**config.mk**
```make
export PLATFORM = sky130hd
export DESIGN_NAME = branch_seq_ctrl
export DESIGN_NICKNAME = d
export VERILOG_FILES = /design/src/rtl/branch_seq_ctrl_pkg.sv /design/src/rtl/branch_cond_eval.sv /design/src/rtl/branch_seq_ctrl.sv
export SDC_FILE = /design/constraint.sdc
export NUM_CORES = 1
export LEC_CHECK = 0
export CORE_MARGIN = 2
export CORE_UTILIZATION = 46
export DETAILED_ROUTE_END_ITERATION = 8
export GPL_ROUTABILITY_DRIVEN = 0
export GPL_TIMING_DRIVEN = 0
export PLACE_DENSITY = 0.87
export SLEW_MARGIN = 10
export SYNTH_ARGS = -nofsm -noshare
export SYNTH_HDL_FRONTEND = slang
export SYNTH_HIERARCHICAL = 1
export SYNTH_SLANG_ARGS = --single-unit
```
**constraint.sdc**
```tcl
create_clock -name clk -period 3.6 [get_ports clk]
set_input_delay 0.72 -clock clk [delete_from_list [all_inputs] [get_ports clk]]
set_output_delay 0.72 -clock clk [all_outputs]
set_load 0.05 [all_outputs]
```
**src/rtl/branch_seq_ctrl_pkg.sv**
```systemverilog
// Shared definitions for the branch sequencing controller:
// condition codes, CPSR bit positions and FSM state encoding.
package branch_seq_ctrl_pkg;

  typedef enum logic [3:0] {
    COND_JMP = 4'h0,
    COND_JEQ = 4'h1,
    COND_JNE = 4'h2,
    COND_JGT = 4'h3,
    COND_JGE = 4'h4,
    COND_JLT = 4'h5,
    COND_JLE = 4'h6
  } cond_e;

  localparam int unsigned CPSR_N = 3;
  localparam int unsigned CPSR_Z = 2;
  localparam int unsigned CPSR_C = 1;
  localparam int unsigned CPSR_V = 0;

  typedef enum logic {
    ST_RUN   = 1'b0,
    ST_FLUSH = 1'b1
  } state_e;

  // Signed "less than" from the flags: N differs from V.
  function automatic logic flags_lt(input logic n, input logic v);
    return n ^ v;
  endfunction

endpackage

```
**src/rtl/branch_cond_eval.sv**
```systemverilog
// Combinational jump-condition resolver: N/Z/V flags + condition code
// -> taken, cond_err (undefined code; never taken).
module branch_cond_eval
  import branch_seq_ctrl_pkg::*;
(
  input  logic       n_i,
  input  logic       z_i,
  input  logic       v_i,
  input  logic [3:0] cond_i,
  output logic       taken_o,
  output logic       cond_err_o
);

  // Decode the condition against the supplied flags.
  always_comb begin
    taken_o    = 1'b0;
    cond_err_o = 1'b0;
    case (cond_i)
      COND_JMP: taken_o = 1'b1;
      COND_JEQ: taken_o = z_i;
      COND_JNE: taken_o = !z_i;
      COND_JGT: taken_o = !z_i && !flags_lt(n_i, v_i);
      COND_JGE: taken_o = !flags_lt(n_i, v_i);
      COND_JLT: taken_o = flags_lt(n_i, v_i);
      COND_JLE: taken_o = z_i || flags_lt(n_i, v_i);
      default:  cond_err_o = 1'b1;
    endcase
  end

endmodule

```
**src/rtl/branch_seq_ctrl.sv**
```systemverilog
// Branch sequencing controller: holds the NZCV CPSR, accepts one jump
// request per handshake, redirects the fetch PC on a taken jump and
// flushes younger stages for FLUSH_CYCLES cycles.
// Optional macro FLAG_FWD_EN: bypass flags_in into the condition check
// when the ALU writes flags in the same cycle, instead of stalling.
module branch_seq_ctrl
  import branch_seq_ctrl_pkg::*;
#(
  parameter int unsigned ADDR_W       = 16,
  parameter int unsigned RESET_PC     = 0,
  parameter int unsigned PC_STEP      = 1,
  parameter int unsigned FLUSH_CYCLES = 2
) (
  input  logic              clk,
  input  logic              rst,
  input  logic              fetch_en,
  input  logic              flags_we,
  input  logic [3:0]        flags_in,
  input  logic              br_valid,
  input  logic [3:0]        br_cond,
  input  logic [ADDR_W-1:0] br_target,
  output logic              br_ready,
  output logic [ADDR_W-1:0] pc_out,
  output logic              pc_redirect,
  output logic              flush,
  output logic              stall,
  output logic              cond_err,
  output logic [3:0]        cpsr_out
);

  localparam int unsigned       CNT_W    = $clog2(FLUSH_CYCLES + 1);
  localparam logic [CNT_W-1:0]  CNT_INIT = CNT_W'(FLUSH_CYCLES - 1);
  localparam logic [ADDR_W-1:0] PC_RST   = ADDR_W'(RESET_PC);
  localparam logic [ADDR_W-1:0] PC_INC   = ADDR_W'(PC_STEP);

  logic [3:0]        cpsr_q;
  state_e            state_q;
  logic [CNT_W-1:0]  cnt_q;
  logic [ADDR_W-1:0] pc_q;
  logic              redirect_q;
  logic              flush_q;
  logic              cond_err_q;

  logic [3:0]        eval_flags;
  logic              taken;
  logic              undef_cond;
  logic              accept;

  // Pick the flags the condition sees and whether a request can be taken now.
  always_comb begin
`ifdef FLAG_FWD_EN
    eval_flags = flags_we ? flags_in : cpsr_q;
    br_ready   = (state_q == ST_RUN);
`else
    eval_flags = cpsr_q;
    br_ready   = (state_q == ST_RUN) && !flags_we;
`endif
    accept = br_valid && br_ready;
    stall  = br_valid && !br_ready;
  end

  branch_cond_eval u_cond_eval (
    .n_i        (eval_flags[CPSR_N]),
    .z_i        (eval_flags[CPSR_Z]),
    .v_i        (eval_flags[CPSR_V]),
    .cond_i     (br_cond),
    .taken_o    (taken),
    .cond_err_o (undef_cond)
  );

  // CPSR follows every ALU flag write, whatever the FSM state.
  always_ff @(posedge clk) begin
    if (rst) cpsr_q <= '0;
    else if (flags_we) cpsr_q <= flags_in;
  end

  // RUN/FLUSH sequencer with registered PC, redirect, flush and error outputs.
  always_ff @(posedge clk) begin
    if (rst) begin
      state_q    <= ST_RUN;
      cnt_q      <= '0;
      pc_q       <= PC_RST;
      redirect_q <= 1'b0;
      flush_q    <= 1'b0;
      cond_err_q <= 1'b0;
    end else begin
      redirect_q <= 1'b0;
      cond_err_q <= 1'b0;
      case (state_q)
        ST_RUN: begin
          if (accept && taken) begin
            pc_q       <= br_target;
            redirect_q <= 1'b1;
            flush_q    <= 1'b1;
            cnt_q      <= CNT_INIT;
            state_q    <= ST_FLUSH;
          end else if (fetch_en) begin
            pc_q <= pc_q + PC_INC;
          end
          if (accept && undef_cond) cond_err_q <= 1'b1;
        end
        ST_FLUSH: begin
          if (cnt_q == '0) begin
            flush_q <= 1'b0;
            state_q <= ST_RUN;
          end else begin
            cnt_q <= cnt_q - 1'b1;
          end
        end
        default: state_q <= ST_RUN;
      endcase
    end
  end

  assign pc_out      = pc_q;
  assign pc_redirect = redirect_q;
  assign flush       = flush_q;
  assign cond_err    = cond_err_q;
  assign cpsr_out    = cpsr_q;

endmodule
```
# Yosys cells after proc, flatten, opt, wreduce, memory -nomap -nowiden
# Index checks and enable logic that the tools add are counted.
# Widths: inputs -> output; s select.
# op_classes
n_addsub	2
bitwise_logic	2
reduce_logical	19
eq_ne	9
n_mux	14
# op_table
cell	n
$mux 16	2
$add 16x1->16 const B	1
$eq 4x3->1 const B	3
$eq 4x2->1 const B	2
$pmux 1 s7	1
$reduce_or 7->1	1
$logic_and 1x1->1	6
$mux 1	6
$reduce_and 2->1	3
$eq 4x1->1 const B	1
$logic_not 1->1	4
$logic_not 4->1	1
$mux 2	2
$ne 2x1->1 const B	2
$pmux 1 s2	2
$pmux 2 s2	1
$logic_not 2->1	1
$ne 2x2->1 const B	1
$reduce_bool 2->1	1
$reduce_or 2->1	1
$sub 2x1->2 const B	1
$logic_or 1x1->1	1
$not 1->1	1
$xor 1x1->1	1
# word_totals
out_inout_bits	25
in_bits	29
reg_bits	26
wordCells	53

# Longest topological paths before layout
# Gate-level depths: netlist of run 1.
# logic_depth
word_depth	7
ltp_mapped	9
mapped_depth_nobuf	8

# Hierarchy
# Netlist of run 1, hierarchy kept.
# modules_own_cells
mod	seq_area_each_um2	cells_per_inst	area_per_inst_um2	n_inst
branch_seq_ctrl	520.5	141	1247.4	1
branch_cond_eval	0.0	12	97.6	1

# Worst setup path before layout of run 1
# Ideal clock, no wire load.
# synth_path
path_kind	input port to output port
startpoint	input port flags_we
endpoint	output port stall
setup_slack_ps	847
t_required_ps	2880
n_path_buf	1
arrival_ps	2033
stages	3
cell_sequence	buf_2 -> nor2_1 -> nor2b_1
# synth_via
elab_chain_len	4
# synth_lines
element	line_no	source
start: declaration	branch_seq_ctrl.sv:17	input logic flags_we,
$logic_not 1->1	branch_seq_ctrl.sv:56	br_ready = (state_q == ST_RUN) && !flags_we;
$logic_and 1x1->1	branch_seq_ctrl.sv:56	
named net br_ready	branch_seq_ctrl.sv:22	output logic br_ready,
$logic_not 1->1	branch_seq_ctrl.sv:59	stall = br_valid && !br_ready;
$logic_and 1x1->1	branch_seq_ctrl.sv:59	
end: declaration	branch_seq_ctrl.sv:26	output logic stall,
# The timed path passes the listed nets, and every way through them passes these cells.

# Final worst setup path of run 1
# layout_path
startpoint	input port br_valid
endpoint	output port stall
# layout_via
elab_chain_len	1
# layout_lines
element	line_no	source
start: declaration	branch_seq_ctrl.sv:19	input logic br_valid,
$logic_and 1x1->1	branch_seq_ctrl.sv:59	
# No other way between the ends.

==> results of run 1 <==
[synthesized netlist by cell type, types with 2 or more instances]
master / n / area [um^2]
nand4_1: 6 / 37.5
o21ai_0: 4 / 20.0
buf_1: 3 / 11.3
nor2b_1: 2 / 12.5
inv_1: 6 / 22.5
clkbuf_1: 3 / 11.3
buf_2: 2 / 10.0
xor2_1: 5 / 43.8
nor3_1: 3 / 15.0
a311oi_1: 5 / 43.8
or3_1: 2 / 12.5
xnor2_1: 5 / 43.8
and2_1: 2 / 12.5
nand3_1: 4 / 20.0
ha_1: 2 / 25.0
and4b_1: 2 / 20.0
or3_2: 2 / 15.0
a211oi_1: 11 / 82.6
mux2i_1: 6 / 60.1
dfxtp_1: 26 / 521
a21oi_1: 3 / 15.0
nand2_1: 4 / 15.0
nor2_1: 29 / 109
[routing by layer]
layer	track usage	wire (um)
met1	0.259	1450
met2	0.445	1960
met3	0.0313	273
met4	0.0764	58
met5	0	0
[cells by family (layout without fill, tap and decap cells)]
kind of cell             after synthesis  in the layout  share of synthesized area
multiplexers                           6              6                     0.0447
AND/OR/NAND/NOR                       63             63                      0.250
AO/OA/AOI/OAI                         30             30                      0.173
buffers and inverters                 15             70                     0.0493
adder cells (fa/ha/maj)                2              2                     0.0186
XOR/XNOR                              11             11                     0.0772
flip-flops                            26             26                      0.387
[registers in the layout (all words and copies together), names as in the netlist]
signal       cells
state_q          1
cond_err         1
flush            1
cnt_q            2
pc_out          16
pc_redirect      1
cpsr_out         4
[worst paths after layout]
check / to / cells after the start
worst max-delay path: stall / 3
worst min-delay path: flush$_SDFFE_PP0P_ / 2
worst min register to register: flush$_SDFFE_PP0P_ / 2
worst max register to register: cnt_q[1]$_SDFFE_PP0P_ / 9
[final cells by class]
type,count,area [um^2],area share
Buffer,9,43.8,0.0225
Clock buffer,3,22.5,0.0116
Clock inverter,1,30.0,0.0154
Inverter,6,22.5,0.0116
Multi-Input combinational cell,112,758,0.389
Sequential cell,26,520,0.267
Tap cell,31,38.8,0.0199
Timing Repair Buffer,51,510,0.262
[worst register-to-register path, cell delays in order, from the launching register on]
cell and delay, ns:
dfxtp_1 0.42, xor2_2 0.27, a2bb2oi_2 0.18, nor2_1 0.06
a2111oi_2 0.35, nand4bb_1 0.13, buf_2 0.20, buf_1 0.26
a31oi_1 0.24, nor2_1 0.06
[metrics by stage]
stage                     cells  area (um^2)  total power [mW]   util
after floorplan             153         1350             0.431      -
after global placement      235         1890             0.502  0.687
after detailed placement    235         1890             0.508  0.687
after CTS                   239         1950             0.709  0.706
after global routing        239         1950             0.733  0.706
final                       239         1950             0.703  0.706
[placed cells by master (no fill, tap or decap), types with 3 or more instances in the layout]
master / instances
a311oi_1: 5
xnor2_1: 5
nor3_1: 3
mux2i_1: 6
a211oi_1: 11
clkdlybuf4s50_1: 51
o21ai_0: 4
nand3_1: 4
nand2_1: 4
clkbuf_4: 3
buf_1: 3
inv_1: 6
nor2_1: 29
xor2_1: 5
clkbuf_1: 3
a21oi_1: 3
dfxtp_1: 26
nand4_1: 6
[power groups by stage]
stage	logic (mW)	clock network [mW]	registers, mW
CTS	0.179	0.205	0.325
finish	0.178	0.200	0.325
detailed placement	0.178	0	0.331
global route	0.187	0.218	0.328
floorplan	0.0543	0	0.377
global placement	0.173	0	0.329
==> results.py, run 1 <==
metrics = {
    "status": {
        "status": "finished, final reports clean",
    },
    "global_routing": {
        "antenna_found_initial": 0,
        "grt_pass1_wl_um": 6020,
        "gr-total-overflow": 0,
        "grt_pass1_vias": 1346,
        "grt_max_degree": 16,
        "track_usage": 0.232,
    },
    "critical_path": {
        "cp.required_ns": 2.88,
        "crit_path_max_incr_delay_ns": 0.80,
        "worst-path-buf-inv": 2,
        "critPathMostFrequentCell": "clkdlybuf4s50_1",
        "crit_type": "primary input to output pin",
        "cp_slowest_cell": "clkdlybuf4s50_1",
        "critical_path.startpoint_type": "primary input",
        "regToRegSetupSlack_ns": 1.32,
        "crit_path_max_fanout": 3,
        "endpoint_kind": "output pin",
        "crit_chain": "clkdlybuf4s50_1 -> nor2b_1 -> clkdlybuf4s50_1",
        "startpoint": "br_valid",
        "cp.arrival_ns": 2.15,
        "path_delay_family": "buffers and inverters",
        "reg2reg_from": "cpsr_out[0]$_SDFFE_PP0P_",
    },
    "layout": {
        "drive_gt1_frac": 0.0721,
        "fill_cells": 243,
        "area_growth_pct": 44.7,
        "diodes": 0,
        "final_nets": 240,
    },
    "clock_network": {
        "cts-root-buf": "clkbuf_4",
        "clock_sinks": 26,
        "ctsHtreeMaxLevel": 1,
        "cts.path.max_buffers": 2,
        "cts_tree": "built",
        "cts_buffers": 3,
        "worstSkewPairLatency_ns": 0.32,
        "cts_resized": 0,
        "clkSlewWorstSetupHoldPaths_ns": 0.14,
        "post_cts_buffers": 0,
        "cts-hold-fix-buffers": 0,
    },
    "sta": {
        "slew_violations": 0,
        "setup_tns_ns": 0,
        "setup_viol": 0,
        "fin_skew_ns": 0.00400,
        "rsz0062_at_grt": "false",
        "finalCritPeriodShare": 0.798,
        "max_slew_margin": 0.651,
        "clock.fmax_mhz": 348,
        "worstMarginPinSlew_ns": 0.522,
        "fin_ws_ns": 0.726,
        "hold_viol_final": 0,
        "fin_hold_ws_ns": 0.518,
        "fin_crit_ns": 2.87,
    },
    "drt": {
        "ant_nets": 0,
        "wirelength_um": 3750,
        "wire_per_inst_um": 15.7,
        "drc": 0,
        "drtPass1Iterations": 4,
        "avgViaCountPerCell": 5.72,
        "vias": 1367,
        "drt_iter0_drc": 73,
    },
    "min_path": {
        "worstHoldStart": "flush$_SDFFE_PP0P_",
        "hp-class": "flip-flop to flip-flop",
    },
    "logic_synthesis": {
        "synth_area_um2": 1350,
        "netlist_instances": 153,
        "postSynth.asyncResetShare": 0,
        "synth_top_flop_cell": "dfxtp_1",
        "syn_nets": 184,
        "yosysSeqAreaShare": 0.387,
        "syn_avg_cell_area_um2": 8.79,
        "yosys_register_bits": 26,
        "synth.distinct_cells": 39,
        "synth_edf_count": 0,
        "yosys_warnings": 6,
    },
    "placed_design": {
        "io_buffers": 51,
        "pre_cts_slack_ns": 0.635,
        "dpl.hpwl_um": 2870,
    },
    "pwr": {
        "p_int_uw": 493,
        "seq_power_share": 0.462,
        "ir_drop_v": 0.000246,
        "power_density_nw_per_um2": 361,
        "switching_share": 0.298,
        "power.switching_uw": 210,
        "p_leak_nw": 0.678,
        "clock_power_share": 0.284,
        "p_comb_frac": 0.254,
    },
    "die": {
        "start_util": 0.488,
        "die_x_um": 58.1,
        "io_pins": 54,
        "num_rows": 19,
        "core_area_um2": 2760,
        "die_h_um": 58.1,
        "dieArea_um2": 3370,
    },
    "run": {
        "max_cap_violations": 0,
    },
}
(Power assumes the default switching activity.)
==> run 2: changes to the inputs <==
Settings changed: CORE_UTILIZATION 46 to 43, PLACE_DENSITY 0.87 to 0.83.
Clock period 3.6 ns to 2.8 ns, I/O delays scaled along.
==> results.py, run 2 (synthesis results as in run 1) <==
metrics = {
    "drt": {
        "wl_met2_um": 1740,
        "route.met3.wl_um": 116,
        "wirelength_um": 3450,
        "highest_layer": "met4",
        "drtPass1Iterations": 4,
        "ant_nets": 0,
        "drc": 0,
        "drt_iter0_drc": 60,
        "wire_per_inst_um": 14.3,
        "avgViaCountPerCell": 5.48,
        "met1Wirelength_um": 1570,
        "vias": 1321,
    },
    "status": {
        "status": "finished, final reports clean",
    },
    "global_routing": {
        "track_usage": 0.204,
        "grt_pass1_vias": 1289,
        "grt_pass1_wl_um": 5650,
        "gr-total-overflow": 0,
        "antenna_found_initial": 0,
        "grt_max_degree": 16,
    },
    "sta": {
        "fin_skew_ns": 0.0115,
        "rsz0062_at_grt": "false",
        "fin_ws_ns": 0.211,
        "hold_viol_final": 0,
        "clock.fmax_mhz": 386,
        "max_slew_margin": 0.646,
        "fin_hold_ws_ns": 0.488,
        "fin_crit_ns": 2.59,
        "worstMarginPinSlew_ns": 0.530,
        "setup_viol": 0,
        "slew_violations": 0,
        "finalCritPeriodShare": 0.925,
    },
    "critical_path": {
        "critPathMostFrequentCell": "clkdlybuf4s50_1",
        "cp.arrival_ns": 2.03,
        "crit_path_max_incr_delay_ns": 0.82,
        "cp.required_ns": 2.24,
        "cp_slowest_cell": "clkdlybuf4s50_1",
        "crit_chain": "clkdlybuf4s50_1 -> nor2b_1 -> clkdlybuf4s50_1",
        "endpoint_kind": "output pin",
        "crit_type": "primary input to output pin",
        "reg2regPathDepth": 8,
        "crit_path_max_fanout": 3,
        "critical_path.startpoint_type": "primary input",
    },
    "layout": {
        "layout_commonest_cell": "clkdlybuf4s50_1",
        "largest_reg_flops": 16,
        "multi_input_area_um2": 758,
        "layout_common_cells": "51 x clkdlybuf4s50_1, 29 x nor2_1, 26 x dfxtp_1, 11 x a211oi_1",
        "drive_gt1_frac": 0.0721,
        "final_cells": 241,
        "fin_util": 0.649,
        "area_growth_pct": 44.9,
        "regArea_um2": 520,
        "final_nets": 240,
        "fill_cells": 259,
        "diodes": 0,
    },
    "pwr": {
        "p_leak_nw": 0.678,
        "power.switching_uw": 270,
        "clock_power_share": 0.288,
        "switching_share": 0.299,
        "seq_power_share": 0.461,
        "power_density_nw_per_um2": 464,
        "ir_drop_v": 0.000361,
        "p_int_uw": 634,
        "power.total_uw": 905,
        "p_comb_frac": 0.252,
    },
    "placed_design": {
        "io_buffers": 51,
        "dpl.hpwl_um": 2600,
        "dpl.cell_count": 237,
        "pre_cts_slack_ns": -0.0146,
    },
    "clock_network": {
        "post_cts_buffers": 0,
        "clock_sinks": 26,
        "cts-root-buf": "clkbuf_4",
        "cts.path.max_buffers": 2,
        "cts_buffers": 3,
        "clkSlewWorstSetupHoldPaths_ns": 0.15,
        "cts_tree": "built",
        "worstSkewPairLatency_ns": 0.33,
        "cts_resized": 0,
        "cts-hold-fix-buffers": 0,
        "ctsHtreeMaxLevel": 1,
    },
    "min_path": {
        "holdPathStages": 2,
        "hp-class": "flip-flop to flip-flop",
    },
    "die": {
        "core_area_um2": 3000,
        "start_util": 0.448,
        "die_h_um": 59.9,
        "die_x_um": 59.9,
        "io_pins": 54,
        "num_rows": 20,
        "dieArea_um2": 3590,
    },
    "run": {
        "max_cap_violations": 0,
    },
}
[run 2: cell counts in the layout (fill, tap and decap cells not counted)]
Identical to the previous run, type by type.
[run 2: layout make-up]
cell class / instances / share of cell area
buffer: 9 / 0.0225
clock buffer: 3 / 0.0116
clock inverter: 1 / 0.0154
inverter: 6 / 0.0116
multi-input combinational: 112 / 0.389
sequential: 26 / 0.267
tap: 33 / 0.0212
timing repair buffer: 51 / 0.262
[run 2: metrics by stage]
step                      instance area [um^2]  setup TNS, ns
final                                     1950              0
after global routing                      1950              0
after CTS                                 1950              0
after detailed placement                  1900        -0.0153
after global placement                    1900              0
after floorplan                           1350              0
[run 2: final timing paths]
check	slack, ns	start	endpoint
max	0.21	br_valid	stall
min	0.49	flush$_SDFFE_PP0P_	flush$_SDFFE_PP0P_
max reg2reg	0.51	cpsr_out[3]$_SDFFE_PP0P_	pc_out[6]$_SDFFE_PP0P_
min reg2reg	0.49	flush$_SDFFE_PP0P_	flush$_SDFFE_PP0P_
[run 2: power by group through the flow]
stage	Combinational (mW)	Clock [mW]	Sequential, mW
after floorplan	0.0698	0	0.484
after global placement	0.222	0	0.423
after detailed placement	0.227	0	0.425
after CTS	0.228	0.264	0.416
after global routing	0.242	0.279	0.421
final	0.228	0.260	0.417
[run 2: worst max-delay path: cells and delay by family]
kind                   cells  cell delay, ns
and+or+nand+nor            1            0.15
buffers and inverters      2            1.31
[run 2: routing by layer]
metal / global-route usage / up-vias
li1: - / 665
met1: 0.257 / 619
met2: 0.354 / 35
met3: 0.0368 / 2
met4: 0.0540 / 0
met5: 0 / -
==> run 3: changes to the inputs <==
Settings changed: CTS_CLUSTER_SIZE set to 25, SKIP_CTS_REPAIR_TIMING set to 1.
==> results of run 3 <==
The final DEF is identical to that of run 2; final timing and power are the same.
